**src/rtl/vga_timing_generator.sv**
```systemverilog
// VGA raster timing: x/y counters, registered syncs, visible and frame_start flags.
// Optional line_req prefetch output is built when VGA_TIMING_LINE_REQ_EN is defined.
module vga_timing_generator #(
  parameter int unsigned H_VISIBLE = 640,
  parameter int unsigned H_FRONT   = 16,
  parameter int unsigned H_SYNC    = 96,
  parameter int unsigned H_BACK    = 48,
  parameter int unsigned V_VISIBLE = 480,
  parameter int unsigned V_FRONT   = 10,
  parameter int unsigned V_SYNC    = 2,
  parameter int unsigned V_BACK    = 33,
  parameter int unsigned SYNC_POL  = 0
) (
  input  logic       clkin,
  input  logic       reset,
  input  logic       pix_en,
  output logic       hsync,
  output logic       vsync,
  output logic       visible,
  output logic [9:0] x,
  output logic [9:0] y,
  output logic       frame_start
`ifdef VGA_TIMING_LINE_REQ_EN
  ,
  output logic       line_req
`endif
);

  localparam int unsigned H_TOTAL = H_VISIBLE + H_FRONT + H_SYNC + H_BACK;
  localparam int unsigned V_TOTAL = V_VISIBLE + V_FRONT + V_SYNC + V_BACK;

  if (H_TOTAL > 1024) begin : g_h_total_err
    $error("vga_timing_generator: H_TOTAL exceeds 1024");
  end
  if (V_TOTAL > 1024) begin : g_v_total_err
    $error("vga_timing_generator: V_TOTAL exceeds 1024");
  end

  localparam logic [9:0]  H_LAST   = 10'(H_TOTAL - 1);
  localparam logic [9:0]  V_LAST   = 10'(V_TOTAL - 1);
  localparam logic [10:0] H_VIS    = 11'(H_VISIBLE);
  localparam logic [10:0] V_VIS    = 11'(V_VISIBLE);
  localparam logic [10:0] HS_BEG   = 11'(H_VISIBLE + H_FRONT);
  localparam logic [10:0] HS_END   = 11'(H_VISIBLE + H_FRONT + H_SYNC);
  localparam logic [10:0] VS_BEG   = 11'(V_VISIBLE + V_FRONT);
  localparam logic [10:0] VS_END   = 11'(V_VISIBLE + V_FRONT + V_SYNC);
  localparam logic        SYNC_ACT = (SYNC_POL != 0);

  typedef enum logic {
    S_IDLE,
    S_RUN
  } state_t;

  state_t      r_state;
  state_t      w_state_nxt;
  logic [9:0]  r_x;
  logic [9:0]  r_y;
  logic [9:0]  w_nx;
  logic [9:0]  w_ny;
  logic [10:0] w_nx11;
  logic [10:0] w_ny11;
  logic        r_hsync;
  logic        r_vsync;
  logic        r_visible;
  logic        r_frame_start;
  logic        w_hsync_nxt;
  logic        w_vsync_nxt;
  logic        w_visible_nxt;
  logic        w_frame_start_nxt;
`ifdef VGA_TIMING_LINE_REQ_EN
  logic        r_line_req;
  logic        w_line_req_nxt;
`endif

  // Next position; the first strobe out of IDLE lands on (0,0) without stepping.
  always_comb begin
    w_state_nxt = r_state;
    w_nx        = r_x;
    w_ny        = r_y;
    case (r_state)
      S_IDLE: begin
        if (pix_en) begin
          w_state_nxt = S_RUN;
          w_nx        = '0;
          w_ny        = '0;
        end
      end
      S_RUN: begin
        if (pix_en) begin
          if (r_x == H_LAST) begin
            w_nx = '0;
            w_ny = (r_y == V_LAST) ? '0 : r_y + 10'd1;
          end else begin
            w_nx = r_x + 10'd1;
          end
        end
      end
      default: begin
        w_state_nxt = S_IDLE;
        w_nx        = '0;
        w_ny        = '0;
      end
    endcase
  end

  // Flags decode the upcoming position so they register in step with x/y.
  always_comb begin
    w_nx11            = {1'b0, w_nx};
    w_ny11            = {1'b0, w_ny};
    w_hsync_nxt       = ((w_nx11 >= HS_BEG) && (w_nx11 < HS_END)) ? SYNC_ACT : ~SYNC_ACT;
    w_vsync_nxt       = ((w_ny11 >= VS_BEG) && (w_ny11 < VS_END)) ? SYNC_ACT : ~SYNC_ACT;
    w_visible_nxt     = (w_nx11 < H_VIS) && (w_ny11 < V_VIS);
    w_frame_start_nxt = (w_nx == '0) && (w_ny == '0);
`ifdef VGA_TIMING_LINE_REQ_EN
    w_line_req_nxt    = (w_nx11 == H_VIS) && ((w_ny == V_LAST) || (w_ny11 + 11'd1 < V_VIS));
`endif
  end

  always_ff @(posedge clkin or posedge reset) begin
    if (reset) begin
      r_state       <= S_IDLE;
      r_x           <= '0;
      r_y           <= '0;
      r_hsync       <= ~SYNC_ACT;
      r_vsync       <= ~SYNC_ACT;
      r_visible     <= 1'b0;
      r_frame_start <= 1'b0;
`ifdef VGA_TIMING_LINE_REQ_EN
      r_line_req    <= 1'b0;
`endif
    end else if (pix_en) begin
      r_state       <= w_state_nxt;
      r_x           <= w_nx;
      r_y           <= w_ny;
      r_hsync       <= w_hsync_nxt;
      r_vsync       <= w_vsync_nxt;
      r_visible     <= w_visible_nxt;
      r_frame_start <= w_frame_start_nxt;
`ifdef VGA_TIMING_LINE_REQ_EN
      r_line_req    <= w_line_req_nxt;
`endif
    end
  end

  assign x           = r_x;
  assign y           = r_y;
  assign hsync       = r_hsync;
  assign vsync       = r_vsync;
  assign visible     = r_visible;
  assign frame_start = r_frame_start;
`ifdef VGA_TIMING_LINE_REQ_EN
  assign line_req    = r_line_req;
`endif

endmodule

```
**config.mk**
```make
export PLATFORM = sky130hd
export DESIGN_NAME = vga_timing_generator
export DESIGN_NICKNAME = d
export VERILOG_FILES = /design/src/rtl/vga_timing_generator.sv
export SDC_FILE = /design/constraint.sdc
export NUM_CORES = 1
export LEC_CHECK = 0
export ABC_AREA = 1
export CAP_MARGIN = 40
export CORE_MARGIN = 3
export CORE_UTILIZATION = 34
export DETAILED_ROUTE_END_ITERATION = 8
export HOLD_SLACK_MARGIN = 0.03
export PLACE_DENSITY = 0.63
export RECOVER_POWER = 50
export SLEW_MARGIN = 40
export SYNTH_ARGS = -nofsm -noshare
export SYNTH_HDL_FRONTEND = slang
export SYNTH_SLANG_ARGS = --single-unit
```
**constraint.sdc**
```tcl
create_clock -name clkin -period 2.35 [get_ports clkin]
set_input_delay 0.3525 -clock clkin [delete_from_list [all_inputs] [get_ports clkin]]
set_output_delay 0.3525 -clock clkin [all_outputs]
set_load 0.1 [all_outputs]
```
==> flow_summary.toml, run 1 <==
[logic_synthesis]
synth_async_sr_flop_share_pct = 100.0
syn_area_per_cell_um2 = 6.520
syn_area_um2 = 1852
synth_enable_flop_cells = 0
ys.flop_type = "dfrtp_1"
yosys_warnings = 0
yosysTopAreaCellShare_pct = 31.08
synth_seq_area_share_pct = 33.92
synth_area_leader_cell = "dfrtp_1"
syn_inst = 284
synth-seq-cells = 25
ys_types = 28
synth_area_leaders = "dfrtp_1 31%, nand2_1 20%, nand3_1 7.6%, inv_1 7.5%, nor2_1 6.9%"
synth.net_count = 290

[critical_path]
max_stage_delay_ns = 0.58
start_kind = "primary input"
cp_common_cell = "nand2_1"
crit_slowest_cell = "dlygate4sd3_1"
worstSetupPathType = "primary input to flip-flop"
r2r_setup_slack_ns = 0.38
worst_setup_path_end_kind = "flip-flop"
arrival_ns = 2.17
crit_path_max_fanout = 14
crit_required_ns = 2.53
reg2reg_from = "x[0]"
crit_chain = "dlygate4sd3_1 > inv_1 > buf_4 > nand2_1 > nand2_2 > nor2_2 > nand2_1 > nor2_1 > nand3_1 > nor2_1 > nand2_1 > nand2_1"
setup.worst_path.start = "pix_en"

[power]
p_comb_share_pct = 47.3
p_leak_nw = 1.157
switchingPower_mw = 0.8808
powerDensity_nw_per_um2 = 756.1
intPower_mw = 0.7615
p_sw_share_pct = 53.63
seqPwrFrac_pct = 35.3
power.total_mw = 1.642
pwr-share-clk_pct = 17.4
ir_worst_vdd_mv = 0.4243

[cts]
path_clk_slew_ns = 0.10
cts_buffer_depth = 2
insertion_delay_ns = 0.28
cts.hold.buffers_added = 0
post_cts_buffers = 0
cts_tree = "done"
htreeDepth = 1
numCtsBuffers = 3
cts.sinks = 25
clockRootBuffer = "clkbuf_8"
cts_resized = 0

[finish]
fin_nets = 322
instances_no_fill = 385
final-seq-area_um2 = 630.6
final_common_cell = "nand2_1"
layout-drive-gt1-share_pct = 18.10
fillers = 532
area_growth_pct = 17.30
diodes = 0
final_util_pct = 41.99
final_area_um2 = 2172
final_cell_mix = "99 x nand2_1, 38 x inv_1, 34 x nor2_1"
multi_input_area_um2 = 1066

[placement]
place.gp.congestion = 0.9068
dp_slack_ns = 0.3591
io_buffers = 26
placed_area_um2 = 2158
dp_cells = 381
dp_hpwl_um = 3698

[route]
vias = 1855
final_antenna_net_count = 0
avgViaCountPerCell = 4.818
drc = 0
first_pass_iters = 4
drt_iter0_drc = 161
wirelength_um = 4947
post_drt_wl_per_cell_um = 12.85

[sta]
whs_ns = 0.4935
min_period_ns = 1.989
hold_viol = 0
tightest_slew_ns = 1.483
rsz0062_at_grt = "no"
final.setup.tns_ns = 0
fmax_mhz = 502.7
setup_slack_ns = 0.3606
setup_viol = 0
skew_ns = 0.003752
drv_slew = 0
slew_headroom_pct = 1.145
fin_crit_sh_pct = 84.66

[run]
maxCapViolations = 0

[global_route]
grt_max_degree = 26
antenna_found_initial = 0
grt_usage_pct = 16.87
grt_remaining_overflow = 0
grt_first_pass_wirelength_um = 8528
grt_pass1_vias = 1738

[floorplan]
core_area_um2 = 5172
die_area_um2 = 6368
ios = 27
die_h_um = 79.80
fp.dieW_um = 79.80
rows = 26
start_util_pct = 35.80

[min_path]
worstHoldPathType = "flip-flop to flip-flop"
hold_start = "frame_start"

[outcome]
status = "finished, final reports clean"
-- synth_stat cells, drive strengths merged (3+ instances only) --
master,instances
inv,40
o21ai,6
a21oi,5
nand4,5
ha,3
dfrtp,23
nand2,113
nor3,4
nand3,32
nor2,41
-- final cells by class --
type | count | area share (%)
clock inverter | 1 | 0.3456
tap | 70 | 4.032
inverter | 40 | 6.912
sequential | 25 | 29.03
multi-input combinational | 217 | 49.08
timing repair buffer | 29 | 8.698
clock buffer | 3 | 1.901
-- logic make-up after synthesis --
family | synth area share [%]
flip-flops | 33.92
AO/OA/AOI/OAI | 4.932
XOR/XNOR | 0.4731
AND/OR/NAND/NOR | 50.13
adder cells (fa/ha/maj) | 2.027
buffers and inverters | 8.513
-- routing by layer --
| layer | vias up | track usage [%] | routed length [um] |
|---|---|---|---|
| li1 | 949 | - | - |
| met1 | 848 | 23.83 | 2274 |
| met2 | 52 | 27.71 | 2336 |
| met3 | 6 | 2.370 | 291 |
| met4 | 0 | 2.872 | 44 |
| met5 | - | 0 | 0 |
-- registers in the layout (all words and copies together) (netlist names) --
signal       flops
frame_start      1
hsync            1
r_state          1
visible          1
vsync            1
x               10
y               10
-- worst max-delay path, delay by kind of cell --
| kind | cells | cell delay (ns) |
|---|---|---|
| and+or+nand+nor | 9 | 0.50 |
| buffers and inverters | 3 | 1.30 |
-- worst paths after layout --
check | end | cells past startpoint
hold / removal | frame_start | 2
min in group asynchronous | y[7] | 3
setup / recovery | frame_start | 12
max in group asynchronous | x[1] | 3
setup reg to reg | frame_start | 11
hold reg to reg | frame_start | 2
-- power groups by stage --
| stage | registers, mW | logic, mW | clock network, mW |
|---|---|---|---|
| global route | 0.589 | 0.837 | 0.314 |
| global placement | 0.588 | 0.793 | 0 |
| finish | 0.580 | 0.776 | 0.286 |
| detailed placement | 0.588 | 0.795 | 0 |
| floorplan | 0.961 | 0.248 | 0 |
| CTS | 0.580 | 0.797 | 0.290 |
No activity file was read; power rests on OpenSTA's default activity.
==> inputs of run 2 (changes only) <==
--- a/config.mk
+++ b/config.mk
@@ -11,7 +11,7 @@
 export CORE_UTILIZATION = 34
 export DETAILED_ROUTE_END_ITERATION = 8
 export HOLD_SLACK_MARGIN = 0.03
-export PLACE_DENSITY = 0.63
+export PLACE_DENSITY = 0.65
 export RECOVER_POWER = 50
 export SLEW_MARGIN = 40
 export SYNTH_ARGS = -nofsm -noshare
==> constraint.sdc (replaced) <==
create_clock -name clkin -period 1.8 [get_ports clkin]
set_input_delay 0.27 -clock clkin [delete_from_list [all_inputs] [get_ports clkin]]
set_output_delay 0.27 -clock clkin [all_outputs]
set_load 0.1 [all_outputs]
==> flow_summary.toml, run 2 (synthesis gave the netlist of run 1 again) <==
[power]
ir_worst_vdd_mv = 0.5848
p_comb_share_pct = 57.0
pwr-share-clk_pct = 13.4
switchingPower_mw = 1.262
p_leak_nw = 1.517
powerDensity_nw_per_um2 = 853.6
intPower_mw = 1.373
p_sw_share_pct = 47.90
seqPwrFrac_pct = 29.6

[floorplan]
rows = 26
fp.dieW_um = 79.80
die_area_um2 = 6368
ios = 27
die_h_um = 79.80
start_util_pct = 35.80
core_area_um2 = 5172

[min_path]
worstHoldPathType = "flip-flop to flip-flop"
hold_start = "visible"

[sta]
slew_headroom_pct = 55.31
min_period_ns = 1.884
tightest_slew_ns = 0.6704
rsz0062_at_grt = "yes"
setup_slack_ns = -0.08386
fin_crit_sh_pct = 104.7
hold_viol = 0
setup_viol = 4
skew_ns = 0.01145
drv_slew = 0
fmax_mhz = 530.8

[route]
final_antenna_net_count = 0
drc = 0
first_pass_iters = 4
drt_iter0_drc = 105
vias = 2100
wirelength_um = 5655
avgViaCountPerCell = 4.850
post_drt_wl_per_cell_um = 13.06

[finish]
final_cell_mix = "85 x nand2_1, 49 x buf_4, 33 x inv_1"
fin_nets = 370
layout-drive-gt1-share_pct = 47.38
area_growth_pct = 66.69
instances_no_fill = 433
multi_input_area_um2 = 1265
fillers = 452
final-seq-area_um2 = 664.4
final_common_cell = "nand2_1"
final_area_um2 = 3087
diodes = 0

[placement]
place.gp.congestion = 0.9305
placed_area_um2 = 2781
dp_cells = 420
io_buffers = 26
dp_hpwl_um = 4137

[global_route]
met3_usage_pct = 2.370
antenna_found_initial = 0
grt.busiest_layer = "met2"
grt_remaining_overflow = 0
grt_max_degree = 26
grt_first_pass_wirelength_um = 9301
grt_usage_pct = 18.23
use_met1_pct = 22.48
grt_pass1_vias = 2105
use_met2_pct = 33.31

[cts]
cts_tree = "done"
cts_buffer_depth = 2
htreeDepth = 1
numCtsBuffers = 3
insertion_delay_ns = 0.28
clockRootBuffer = "clkbuf_8"
path_clk_slew_ns = 0.10
cts.sinks = 25

[outcome]
status = "finished, violations left"
failed_checks = "negative setup slack"

[critical_path]
crit_path_max_fanout = 4
reg2reg_from = "x[0]"
worst_setup_path_end_kind = "flip-flop"
setup.worst_path.start = "x[0]"
worstSetupPathType = "flip-flop to flip-flop"
crit_required_ns = 2.01
arrival_ns = 2.09
start_kind = "flip-flop"

[run]
maxCapViolations = 0
run 2: changes by cell type in the layout (fill, tap and decap cells not counted), moves of 5 or more:
cell      before  now
buf_12         0   23
buf_4         18   49
clkbuf_1       9    1
dfrtp_1       21    2
dfrtp_2        2   17
inv_1         38   33
nand2_1       99   85
nand2_2       11   23
nand3_1       28   23
nor2_1        34   25
nor2_2         4    9
run 2: worst paths after layout:
kind / endpoint / slack (ns) / depth (start not counted)
max in group asynchronous: y[0] / 0.71 / 3
min reg2reg: visible / 0.50 / 2
min in group asynchronous: x[2] / 0.60 / 3
min: visible / 0.50 / 2
max reg2reg: vsync / -0.08 / 12
max: vsync / -0.08 / 12
run 2: worst max-delay path: stages (launching register included):
cell and delay (ns):
dfrtp_4 0.46, ha_4 0.18, nand3_4 0.11, nor2_4 0.14, nand2_4 0.11, nor2_2 0.13, nand3_1 0.11, nand3_2 0.10
nand2_2 0.09, nor2_4 0.10, nand3_2 0.09, nor2_1 0.14, nor2_1 0.06
run 2: power by group through the flow:
stage	Combinational, mW	Clock [mW]	Sequential, mW
after floorplan	0.335	0	1.29
after global placement	1.39	0	0.786
after detailed placement	1.40	0	0.787
after CTS	1.45	0.359	0.768
after global routing	1.59	0.382	0.798
final	1.50	0.354	0.780
run 2: final cells by class:
type                            count  area share, %
Clock buffer                        4          1.459
Inverter                           40          5.026
Multi-Input combinational cell    217          40.98
Sequential cell                    25          21.52
Tap cell                           70          2.837
Timing Repair Buffer               77          28.17
run 2: through the flow:
stage               total power, mW  setup TNS, ns  utilization, %  setup slack [ns]  hold slack (ns)
finish                        2.635        -0.1959           59.68          -0.08386           0.4979
global route                  2.770        -0.5808           59.68           -0.1715           0.5452
CTS                           2.576       -0.05762           56.82          -0.02554           0.3741
detailed placement            2.187        -0.5124           53.77           -0.1554           0.4826
global placement              2.175        -0.3323           53.77           -0.1049           0.4762
floorplan                     1.624        -0.4346               -           -0.1521           0.2948
run 2: metal layers:
layer / vias to the layer above / wire length (um)
met4: 0 / 37
li1: 1046 / -
met3: 8 / 213
met5: - / 0
met1: 993 / 2461
met2: 53 / 2943
run 2: what timing repair did:
item	4_1_cts	5_1_grt
buffers inserted	5	4
setup endpoints to repair	3	6
pin swaps	16	23
hold buffers	0	0
resized for setup	21	34
==> inputs of run 3 (changes only) <==
--- a/config.mk
+++ b/config.mk
@@ -9,8 +9,8 @@
 export CAP_MARGIN = 40
 export CORE_MARGIN = 3
 export CORE_UTILIZATION = 34
+export CTS_CLUSTER_DIAMETER = 100
 export DETAILED_ROUTE_END_ITERATION = 8
-export HOLD_SLACK_MARGIN = 0.03
 export PLACE_DENSITY = 0.65
 export RECOVER_POWER = 50
 export SLEW_MARGIN = 40
==> results of run 3 <==
The final DEF is identical to that of run 2; final timing and power are the same.
